File: src/rtl/msg_arb_pkg.sv
// Shared definitions for the message FIFO arbiter.
// Contents: FSM state enum, message length constant, word-index type,
// and the FIFO headroom helper used at grant time.
package msg_arb_pkg;

  localparam int MSG_WORDS = 3;

  typedef enum logic [1:0] {
    IDLE = 2'd0,
    W_ID = 2'd1,
    W_1  = 2'd2,
    W_2  = 2'd3
  } arb_state_t;

  // Position of a word inside a message: 0 = ID, 1 = payload 1, 2 = payload 2.
  typedef logic [1:0] word_idx_t;

  // True when the FIFO can take a whole message. Both operands are zero-
  // extended to 32 bits, which gives the same unsigned result as comparing
  // at USEDW_W+1 bits.
  function automatic logic has_room(input logic [31:0] usedw,
                                    input logic [31:0] depth);
    return usedw < (depth - 32'(MSG_WORDS));
  endfunction

endpackage

File: src/rtl/rr_arbiter.sv
// Combinational round-robin picker.
// Searches the request vector starting one position after i_ptr (wrapping
// modulo N_REQ) and returns the first requester found.
// Ports:
//   i_req   requests, one bit per requester
//   i_ptr   index of the last winner
//   o_grant one-hot grant (all zero when nothing is requested)
//   o_idx   index of the winner
//   o_valid at least one request is pending
module rr_arbiter #(
  parameter int N_REQ = 4,
  parameter int IDX_W = 2
) (
  input  logic [N_REQ-1:0] i_req,
  input  logic [IDX_W-1:0] i_ptr,
  output logic [N_REQ-1:0] o_grant,
  output logic [IDX_W-1:0] o_idx,
  output logic             o_valid
);

  logic [IDX_W-1:0] w_cand;

  always_comb begin
    o_grant = '0;
    o_idx   = '0;
    o_valid = 1'b0;
    w_cand  = '0;
    // i runs 1..N_REQ so the last candidate checked is the previous winner.
    for (int i = 1; i <= N_REQ; i++) begin
      w_cand = IDX_W'((int'(i_ptr) + i) % N_REQ);
      if (!o_valid && i_req[w_cand]) begin
        o_valid         = 1'b1;
        o_grant[w_cand] = 1'b1;
        o_idx           = w_cand;
      end
    end
  end

endmodule

File: src/rtl/msg_fifo_arbiter.sv
// Shares one CPU message FIFO between N_REQ producers. Each producer holds a
// level request with a 3-word message (ID, w1, w2); the arbiter grants
// round-robin when the FIFO has room for a full message, latches the
// winner's words and writes them on three consecutive cycles, then pulses
// that producer's ack on the last word.
//
// Optional build macro MSG_FIFO_ARBITER_SEQ_EN: an 8-bit sequence counter
// replaces ID bits [7:0] and advances on every ack (wraps, not cleared by
// flush). Undefined: ID words pass through unchanged.
//
// Ports:
//   clk, reset      system clock, synchronous active-high reset
//   flush           FIFO flush pulse (also drives FIFO sclr); aborts a message
//   req             per-requester level request, held until ack
//   msg_id/w1/w2    per-requester message words
//   ack             one-hot pulse with the last word of a message
//   busy            a message is in flight
//   fifo_usedw      FIFO fill level
//   fifo_wrreq      FIFO write strobe
//   fifo_data       FIFO write data (zero when not writing)
//
// state | meaning
// IDLE  | waiting for a request with FIFO headroom
// W_ID  | writing the latched ID word
// W_1   | writing latched payload word 1
// W_2   | writing latched payload word 2, ack the winner
module msg_fifo_arbiter
  import msg_arb_pkg::*;
#(
  parameter int N_REQ      = 4,
  parameter int FIFO_DEPTH = 256,
  parameter int USEDW_W    = 8
) (
  input  logic                  clk,
  input  logic                  reset,
  input  logic                  flush,
  input  logic [N_REQ-1:0]      req,
  input  logic [N_REQ-1:0][31:0] msg_id,
  input  logic [N_REQ-1:0][31:0] msg_w1,
  input  logic [N_REQ-1:0][31:0] msg_w2,
  output logic [N_REQ-1:0]      ack,
  output logic                  busy,
  input  logic [USEDW_W-1:0]    fifo_usedw,
  output logic                  fifo_wrreq,
  output logic [31:0]           fifo_data
);

  localparam int IDX_W = (N_REQ > 1) ? $clog2(N_REQ) : 1;

  arb_state_t       r_state;
  arb_state_t       w_next;
  logic [IDX_W-1:0] r_rr_ptr;
  logic [IDX_W-1:0] r_prev_ptr;
  logic [N_REQ-1:0] r_win_oh;
  logic [31:0]      r_id;
  logic [31:0]      r_w1;
  logic [31:0]      r_w2;

  logic [N_REQ-1:0] w_grant;
  logic [IDX_W-1:0] w_win_idx;
  logic             w_any;
  logic             w_room;
  logic             w_start;
  logic [31:0]      w_id_out;

  rr_arbiter #(
    .N_REQ (N_REQ),
    .IDX_W (IDX_W)
  ) u_rr_arbiter (
    .i_req   (req),
    .i_ptr   (r_rr_ptr),
    .o_grant (w_grant),
    .o_idx   (w_win_idx),
    .o_valid (w_any)
  );

  // Headroom is only looked at here; once granted the margin covers all
  // three words regardless of later usedw changes.
  assign w_room  = has_room(32'(fifo_usedw), 32'(FIFO_DEPTH));
  assign w_start = (r_state == IDLE) && w_any && w_room && !flush;

`ifdef MSG_FIFO_ARBITER_SEQ_EN
  logic [7:0] r_seq;

  always_ff @(posedge clk) begin
    if (reset) begin
      r_seq <= 8'd0;
    end else if ((r_state == W_2) && !flush) begin
      r_seq <= r_seq + 8'd1;
    end
  end

  assign w_id_out = {r_id[31:8], r_seq};
`else
  assign w_id_out = r_id;
`endif

  always_ff @(posedge clk) begin
    if (reset) begin
      r_state    <= IDLE;
      r_rr_ptr   <= IDX_W'(N_REQ - 1);
      r_prev_ptr <= IDX_W'(N_REQ - 1);
      r_win_oh   <= '0;
      r_id       <= '0;
      r_w1       <= '0;
      r_w2       <= '0;
    end else begin
      r_state <= w_next;
      if (w_start) begin
        r_prev_ptr <= r_rr_ptr;
        r_rr_ptr   <= w_win_idx;
        r_win_oh   <= w_grant;
        r_id       <= msg_id[w_win_idx];
        r_w1       <= msg_w1[w_win_idx];
        r_w2       <= msg_w2[w_win_idx];
      end else if (flush && (r_state != IDLE)) begin
        // Aborted message: the same requester gets first chance again.
        r_rr_ptr <= r_prev_ptr;
      end
    end
  end

  // Outputs are decoded from the state and latched-word registers. The flush
  // pulse also clears the FIFO this cycle, so the word in flight is masked
  // rather than written into a FIFO that is being emptied, and no ack is
  // given for a message that did not complete.
  always_comb begin
    w_next     = r_state;
    fifo_wrreq = 1'b0;
    fifo_data  = '0;
    ack        = '0;
    case (r_state)
      IDLE: begin
        if (w_start) w_next = W_ID;
      end
      W_ID: begin
        w_next = flush ? IDLE : W_1;
        if (!flush) begin
          fifo_wrreq = 1'b1;
          fifo_data  = w_id_out;
        end
      end
      W_1: begin
        w_next = flush ? IDLE : W_2;
        if (!flush) begin
          fifo_wrreq = 1'b1;
          fifo_data  = r_w1;
        end
      end
      W_2: begin
        w_next = IDLE;
        if (!flush) begin
          fifo_wrreq = 1'b1;
          fifo_data  = r_w2;
          ack        = r_win_oh;
        end
      end
      default: w_next = IDLE;
    endcase
  end

  assign busy = (r_state != IDLE);

endmodule

File: config.mk
export PLATFORM = sky130hd
export DESIGN_NAME = msg_fifo_arbiter
export DESIGN_NICKNAME = d
export VERILOG_FILES = /design/src/rtl/msg_arb_pkg.sv /design/src/rtl/rr_arbiter.sv /design/src/rtl/msg_fifo_arbiter.sv
export SDC_FILE = /design/constraint.sdc
export NUM_CORES = 1
export LEC_CHECK = 0
export BUFFER_PORTS_ARGS = -buffer_cell sky130_fd_sc_hd__buf_4
export CAP_MARGIN = 20
export CORE_AREA = 5 5 169 171
export DETAILED_ROUTE_END_ITERATION = 10
export DIE_AREA = 0 0 174 176
export PLACE_DENSITY = 0.58
export SLEW_MARGIN = 10
export SYNTH_ARGS = -nofsm -noshare
export SYNTH_HDL_FRONTEND = slang
export SYNTH_SLANG_ARGS = --single-unit
export TNS_END_PERCENT = 100
File: constraint.sdc
create_clock -name clk -period 6 [get_ports clk]
set_clock_uncertainty 0.2 [all_clocks]
set_input_delay 0.3 -clock clk [delete_from_list [all_inputs] [get_ports clk]]
set_output_delay 0.3 -clock clk [all_outputs]
set_load 0.1 [all_outputs]
# Word-level counts from Yosys, hierarchy flattened

Cells that the tools add are included.

Bits in registers: 106
Output and inout port bits: 38
Word-level logic and storage cells: 95

$add $sub $neg: 4
Magnitude comparators: 10
Equal/unequal tests: 4
Multiplexer cells: 48
Bitwise operators: 3
Reduce and logical (&&, ||, !) cells: 19

Operators by type and width:

| cell                | count |
|---|---|
| $bmux 32 s2         | 3 |
| $mux 32             | 6 |
| $pmux 32 s3         | 1 |
| $mux 4              | 6 |
| $mux 2              | 9 |
| $lt 2x3->1 const B  | 5 |
| $mux 1              | 14 |
| $or 4x4->4          | 3 |
| $logic_and 1x1->1   | 11 |
| $bmux 1 s2          | 4 |
| $demux 1 s2         | 4 |
| $ge 2x1->1 const B  | 4 |
| $lt 8x8->1 const B  | 1 |
| $pmux 2 s4          | 1 |
| $add 2x1->2 const B | 2 |
| $add 2x2->2 const B | 2 |
| $eq 2x2->1 const B  | 2 |
| $logic_not 1->1     | 4 |
| $reduce_bool 2->1   | 2 |
| $reduce_or 3->1     | 1 |
| $eq 2x1->1 const B  | 1 |
| $logic_not 2->1     | 1 |
| $ne 2x2->1 const B  | 1 |

# Logic depth before layout (Yosys ltp)

Word-level depth: 18
Mapped depth: 14

# Cells and area by module

Synthesis repeated with hierarchy kept, for this count alone.

Cells, all modules: 604
Area, all modules: 7123.1 um^2

By module, submodules not included:

| module           | times used | cells each | area each (um^2) |
|---|---|---|---|
| msg_fifo_arbiter | 1          | 518        | 6493.7 |
| rr_arbiter       | 1          | 86         | 629.4 |

# Worst setup path after synthesis

Ideal clock, no wire load.

Path type: register -> register
Start point: reg r_rr_ptr[0]
End point: reg r_id[10]
Setup time: 0.079 ns
Arrival time: 3.261 ns
Path slack: 2.460 ns
Cell stages (with the launch flop): 14
Path buffers: 5
Path through: dfxtp_1 > buf_2 > inv_1 > ha_1 > clkbuf_1 > mux4_2 > buf_2 > or2_2 > o2bb2ai_2 > o2111ai_1 > buf_2 > buf_2 > a211o_1 > o211ai_1

Cells in the longest elaborated chain, start to end: 16
Elaborated cells on any way between the ends: 31
Those cells by class: add/sub (4); mux (18); reduce/logical (9)

Ends and longest elaborated chain:

| item                                                 | line                    | source |
|---|---|---|
| from (decl)                                          | msg_fifo_arbiter.sv:52  | `logic [IDX_W-1:0] r_rr_ptr;` |
| from (signal assigned)                               | msg_fifo_arbiter.sv:101 | `r_rr_ptr <= IDX_W'(N_REQ - 1);` |
| from (signal assigned)                               | msg_fifo_arbiter.sv:111 | `r_rr_ptr <= w_win_idx;` |
| from (signal assigned)                               | msg_fifo_arbiter.sv:118 | `r_rr_ptr <= r_prev_ptr;` |
| branches (longest 16 deep; another with $add 2x1->2) | -                       |  |
| to (signal assigned)                                 | msg_fifo_arbiter.sv:113 | `r_id <= msg_id[w_win_idx];` |
| to (decl)                                            | msg_fifo_arbiter.sv:55  | `logic [31:0] r_id;` |

Several ways; the timed one is not identified. The select of a mux whose other input is x is not followed.
A chain may end at the register's enable or synchronous reset.

# Worst setup path after layout

Start point: reg r_rr_ptr[0]
End point: reg r_id[31]

The elaborated chain is that of the path after synthesis.

==> results.py <==
metrics = {
    "route": {
        "firstDrtPassIters": 6,
        "vias_per_cell": 5.759,
        "num_vias": 10050,
        "wire_per_inst_um": 23.06,
        "drcViolationCount": 0,
        "drtIter0Drc": 659,
        "drt-total-wl_um": 40230,
        "drtAntennaViolNets": 0,
    },
    "worst_hold_path": {
        "hold_path.class": "input port to flip-flop",
        "min_path_cells": 3,
    },
    "timing": {
        "finalSetupTns_ns": 0,
        "tightest_slew_ns": 1.036,
        "relSlewSlack_pct": 30.94,
        "period_share_pct": 77.28,
        "rsz0062_at_grt": "no",
        "final-setup-viol-count": 0,
        "report.final.slew_viol_count": 0,
        "period_needed_ns": 4.637,
        "final-hold-violation-count": 0,
        "fmax_ghz": 0.2157,
    },
    "synthesis": {
        "async_flop_share_pct": 0,
        "synth.area.top_cells": "dfxtp_1 26%, o22ai_1 15%, mux2i_1 13%, a211o_1 10%, o211ai_1 8.8%",
        "synth_area_um2": 8302,
        "ys_seq_elements": 106,
        "synth_flop_cell": "dfxtp_1",
        "synth_common_cells": "193 x o22ai_1, 134 x nand2_1, 106 x dfxtp_1",
        "synthCells": 1050,
        "synth_area_leader_cell": "dfxtp_1",
        "ys_seq_area_share_pct": 25.56,
        "synth_top_area_share_pct": 25.56,
        "ys_warn_count": 0,
        "synth_edf_count": 0,
        "ys_types": 36,
        "syn_area_per_cell_um2": 7.906,
        "synth_fp_nets": 1457,
        "synth_most_common_cell": "o22ai_1",
    },
    "run": {
        "cap_viol_max_count": 0,
    },
    "floorplan": {
        "die_w_um": 174,
        "core_area_um2": 26730,
        "dieArea_um2": 30620,
        "core.rowCount": 60,
        "die_h_um": 176,
        "io_pins": 437,
        "start_util_pct": 31.06,
    },
    "cells_and_area": {
        "antennaDiodeCount": 0,
        "fin_nets": 1806,
        "drive_gt1_share_pct": 37.18,
        "postLayoutCellArea_um2": 12120,
        "area_growth_pct": 46.04,
    },
    "clock_tree": {
        "cts_htree_levels": 3,
        "cts.clk_slew.worst_paths_ns": 0.08,
        "cts_tree": "built",
        "cts.sinks": 106,
        "cts_buffers": 9,
        "postCtsSetupRepairBufs": 0,
        "cts_buffer_depth": 2,
        "root_buffer": "clkbuf_16",
        "clk_latency_ns": 0.35,
    },
    "power_and_ir_drop": {
        "power.density_nw_per_um2": 325.7,
        "leakagePower_nw": 5.109,
        "vdd_drop_max_mv": 0.1852,
    },
    "setup_path": {
        "worstPathArrival_ns": 4.72,
        "startpoint_type": "flip-flop",
        "crit_fanout": 74,
        "required_ns": 6.09,
        "endpoint_kind": "flip-flop",
        "crit_type": "flip-flop to flip-flop",
        "r2r_cells": 9,
    },
    "outcome": {
        "status": "finished, final reports clean",
    },
    "placement": {
        "portBuffers": 436,
        "place.gp.congestion": 0.8334,
        "dp_hpwl_um": 29650,
        "place_area_um2": 11730,
    },
    "global_route": {
        "grt_max_degree": 98,
        "grt.total_usage_pct": 24.74,
        "grt_pass1_wl_um": 59800,
        "grt_pass1_vias": 10010,
        "gr-total-overflow": 0,
        "grt_antenna_before_repair": 0,
    },
}
final timing paths:
path,from,endpoint,slack [ns]
worst max-delay path,r_rr_ptr[0],r_id[31],1.36
worst max register to register,r_rr_ptr[0],r_id[31],1.36
worst min register to register,r_w1[27],r_w1[27],0.27
worst min-delay path,msg_w2[27],r_w2[27],0.04
state kept, by name, indices dropped and copies added (netlist names):
register    count
r_id           32
r_prev_ptr      2
r_rr_ptr        2
r_state         2
r_w1           32
r_w2           32
r_win_oh        4
kinds of logic (layout without fill, tap and decap cells):
family                     after synthesis  count (layout)  synth area share [%]
xor gates and xnor gates                 1               1                0.1055
DFF                                    106             106                 25.56
AOI/OAI and AO/OA                      445             445                 37.66
buffers and inverters                  121             475                 6.029
muxes                                  143             143                 18.37
adders and majority gates                8               8                 1.206
and+or+nand+nor                        226             226                 11.06
per-stage QoR:
stage	instances	util [%]	power, mW	setup slack, ns	hold WS [ns]
floorplan	1050	-	2.547	2.460	0.1724
global placement	1725	43.90	3.257	1.477	0.2482
detailed placement	1725	43.90	3.286	1.378	0.2551
CTS	1742	45.11	3.940	1.349	0.03052
global route	1745	45.37	4.182	1.092	0.04312
finish	1745	45.37	3.949	1.363	0.04383
routing by layer:
metal	global-route usage, %	wire length [um]
met5	0	0
met4	6.565	925
met3	6.467	3057
met2	41.80	19390
met1	31.45	16860
layout make-up:
type                    instances  area [um^2]
clock buffers                  12        257.7
clock inverters                 4        56.30
fillers                      2758        14600
inverters                       4        15.01
multi-input cells             823         5753
flip-flops and latches        106         2127
well taps                     341        426.7
repair buffers                455         3488
worst max-delay path: stages (launching register included):
cell      delay, ns
dfxtp_1        0.85
inv_1          0.39
ha_1           0.54
mux2i_1        0.22
mux2_4         0.55
a21o_4         0.79
buf_4          0.44
o22ai_1        0.15
a211o_1        0.30
o211ai_1       0.09
cell usage in the layout (no fill, tap or decap), types with 3 or more instances in the layout:
master,Yosys,final
o211ai_1,97,97
buf_4,1,449
nor2b_1,3,3
a22oi_1,7,7
o22ai_1,193,193
mux4_2,4,4
nor2_1,71,70
clkbuf_16,0,10
a221oi_1,4,4
ha_1,8,8
a211o_1,96,96
buf_12,0,4
a21oi_1,35,35
mux2i_1,104,104
and2_1,5,5
mux2_2,35,34
o21ai_0,8,8
nand2_1,134,132
inv_1,3,3
dfxtp_1,106,104
repair_timing:
item,CTS,global route
hold buffers,1,0
endpoints found under the hold margin,2,0
gates resized for setup,0,0
report_power, final:
group | switching [mW] | internal [mW]
sequential | 0.164 | 0.914
combinational | 1.31 | 0.917
clock | 0.293 | 0.354
(Power assumes the default switching activity.)
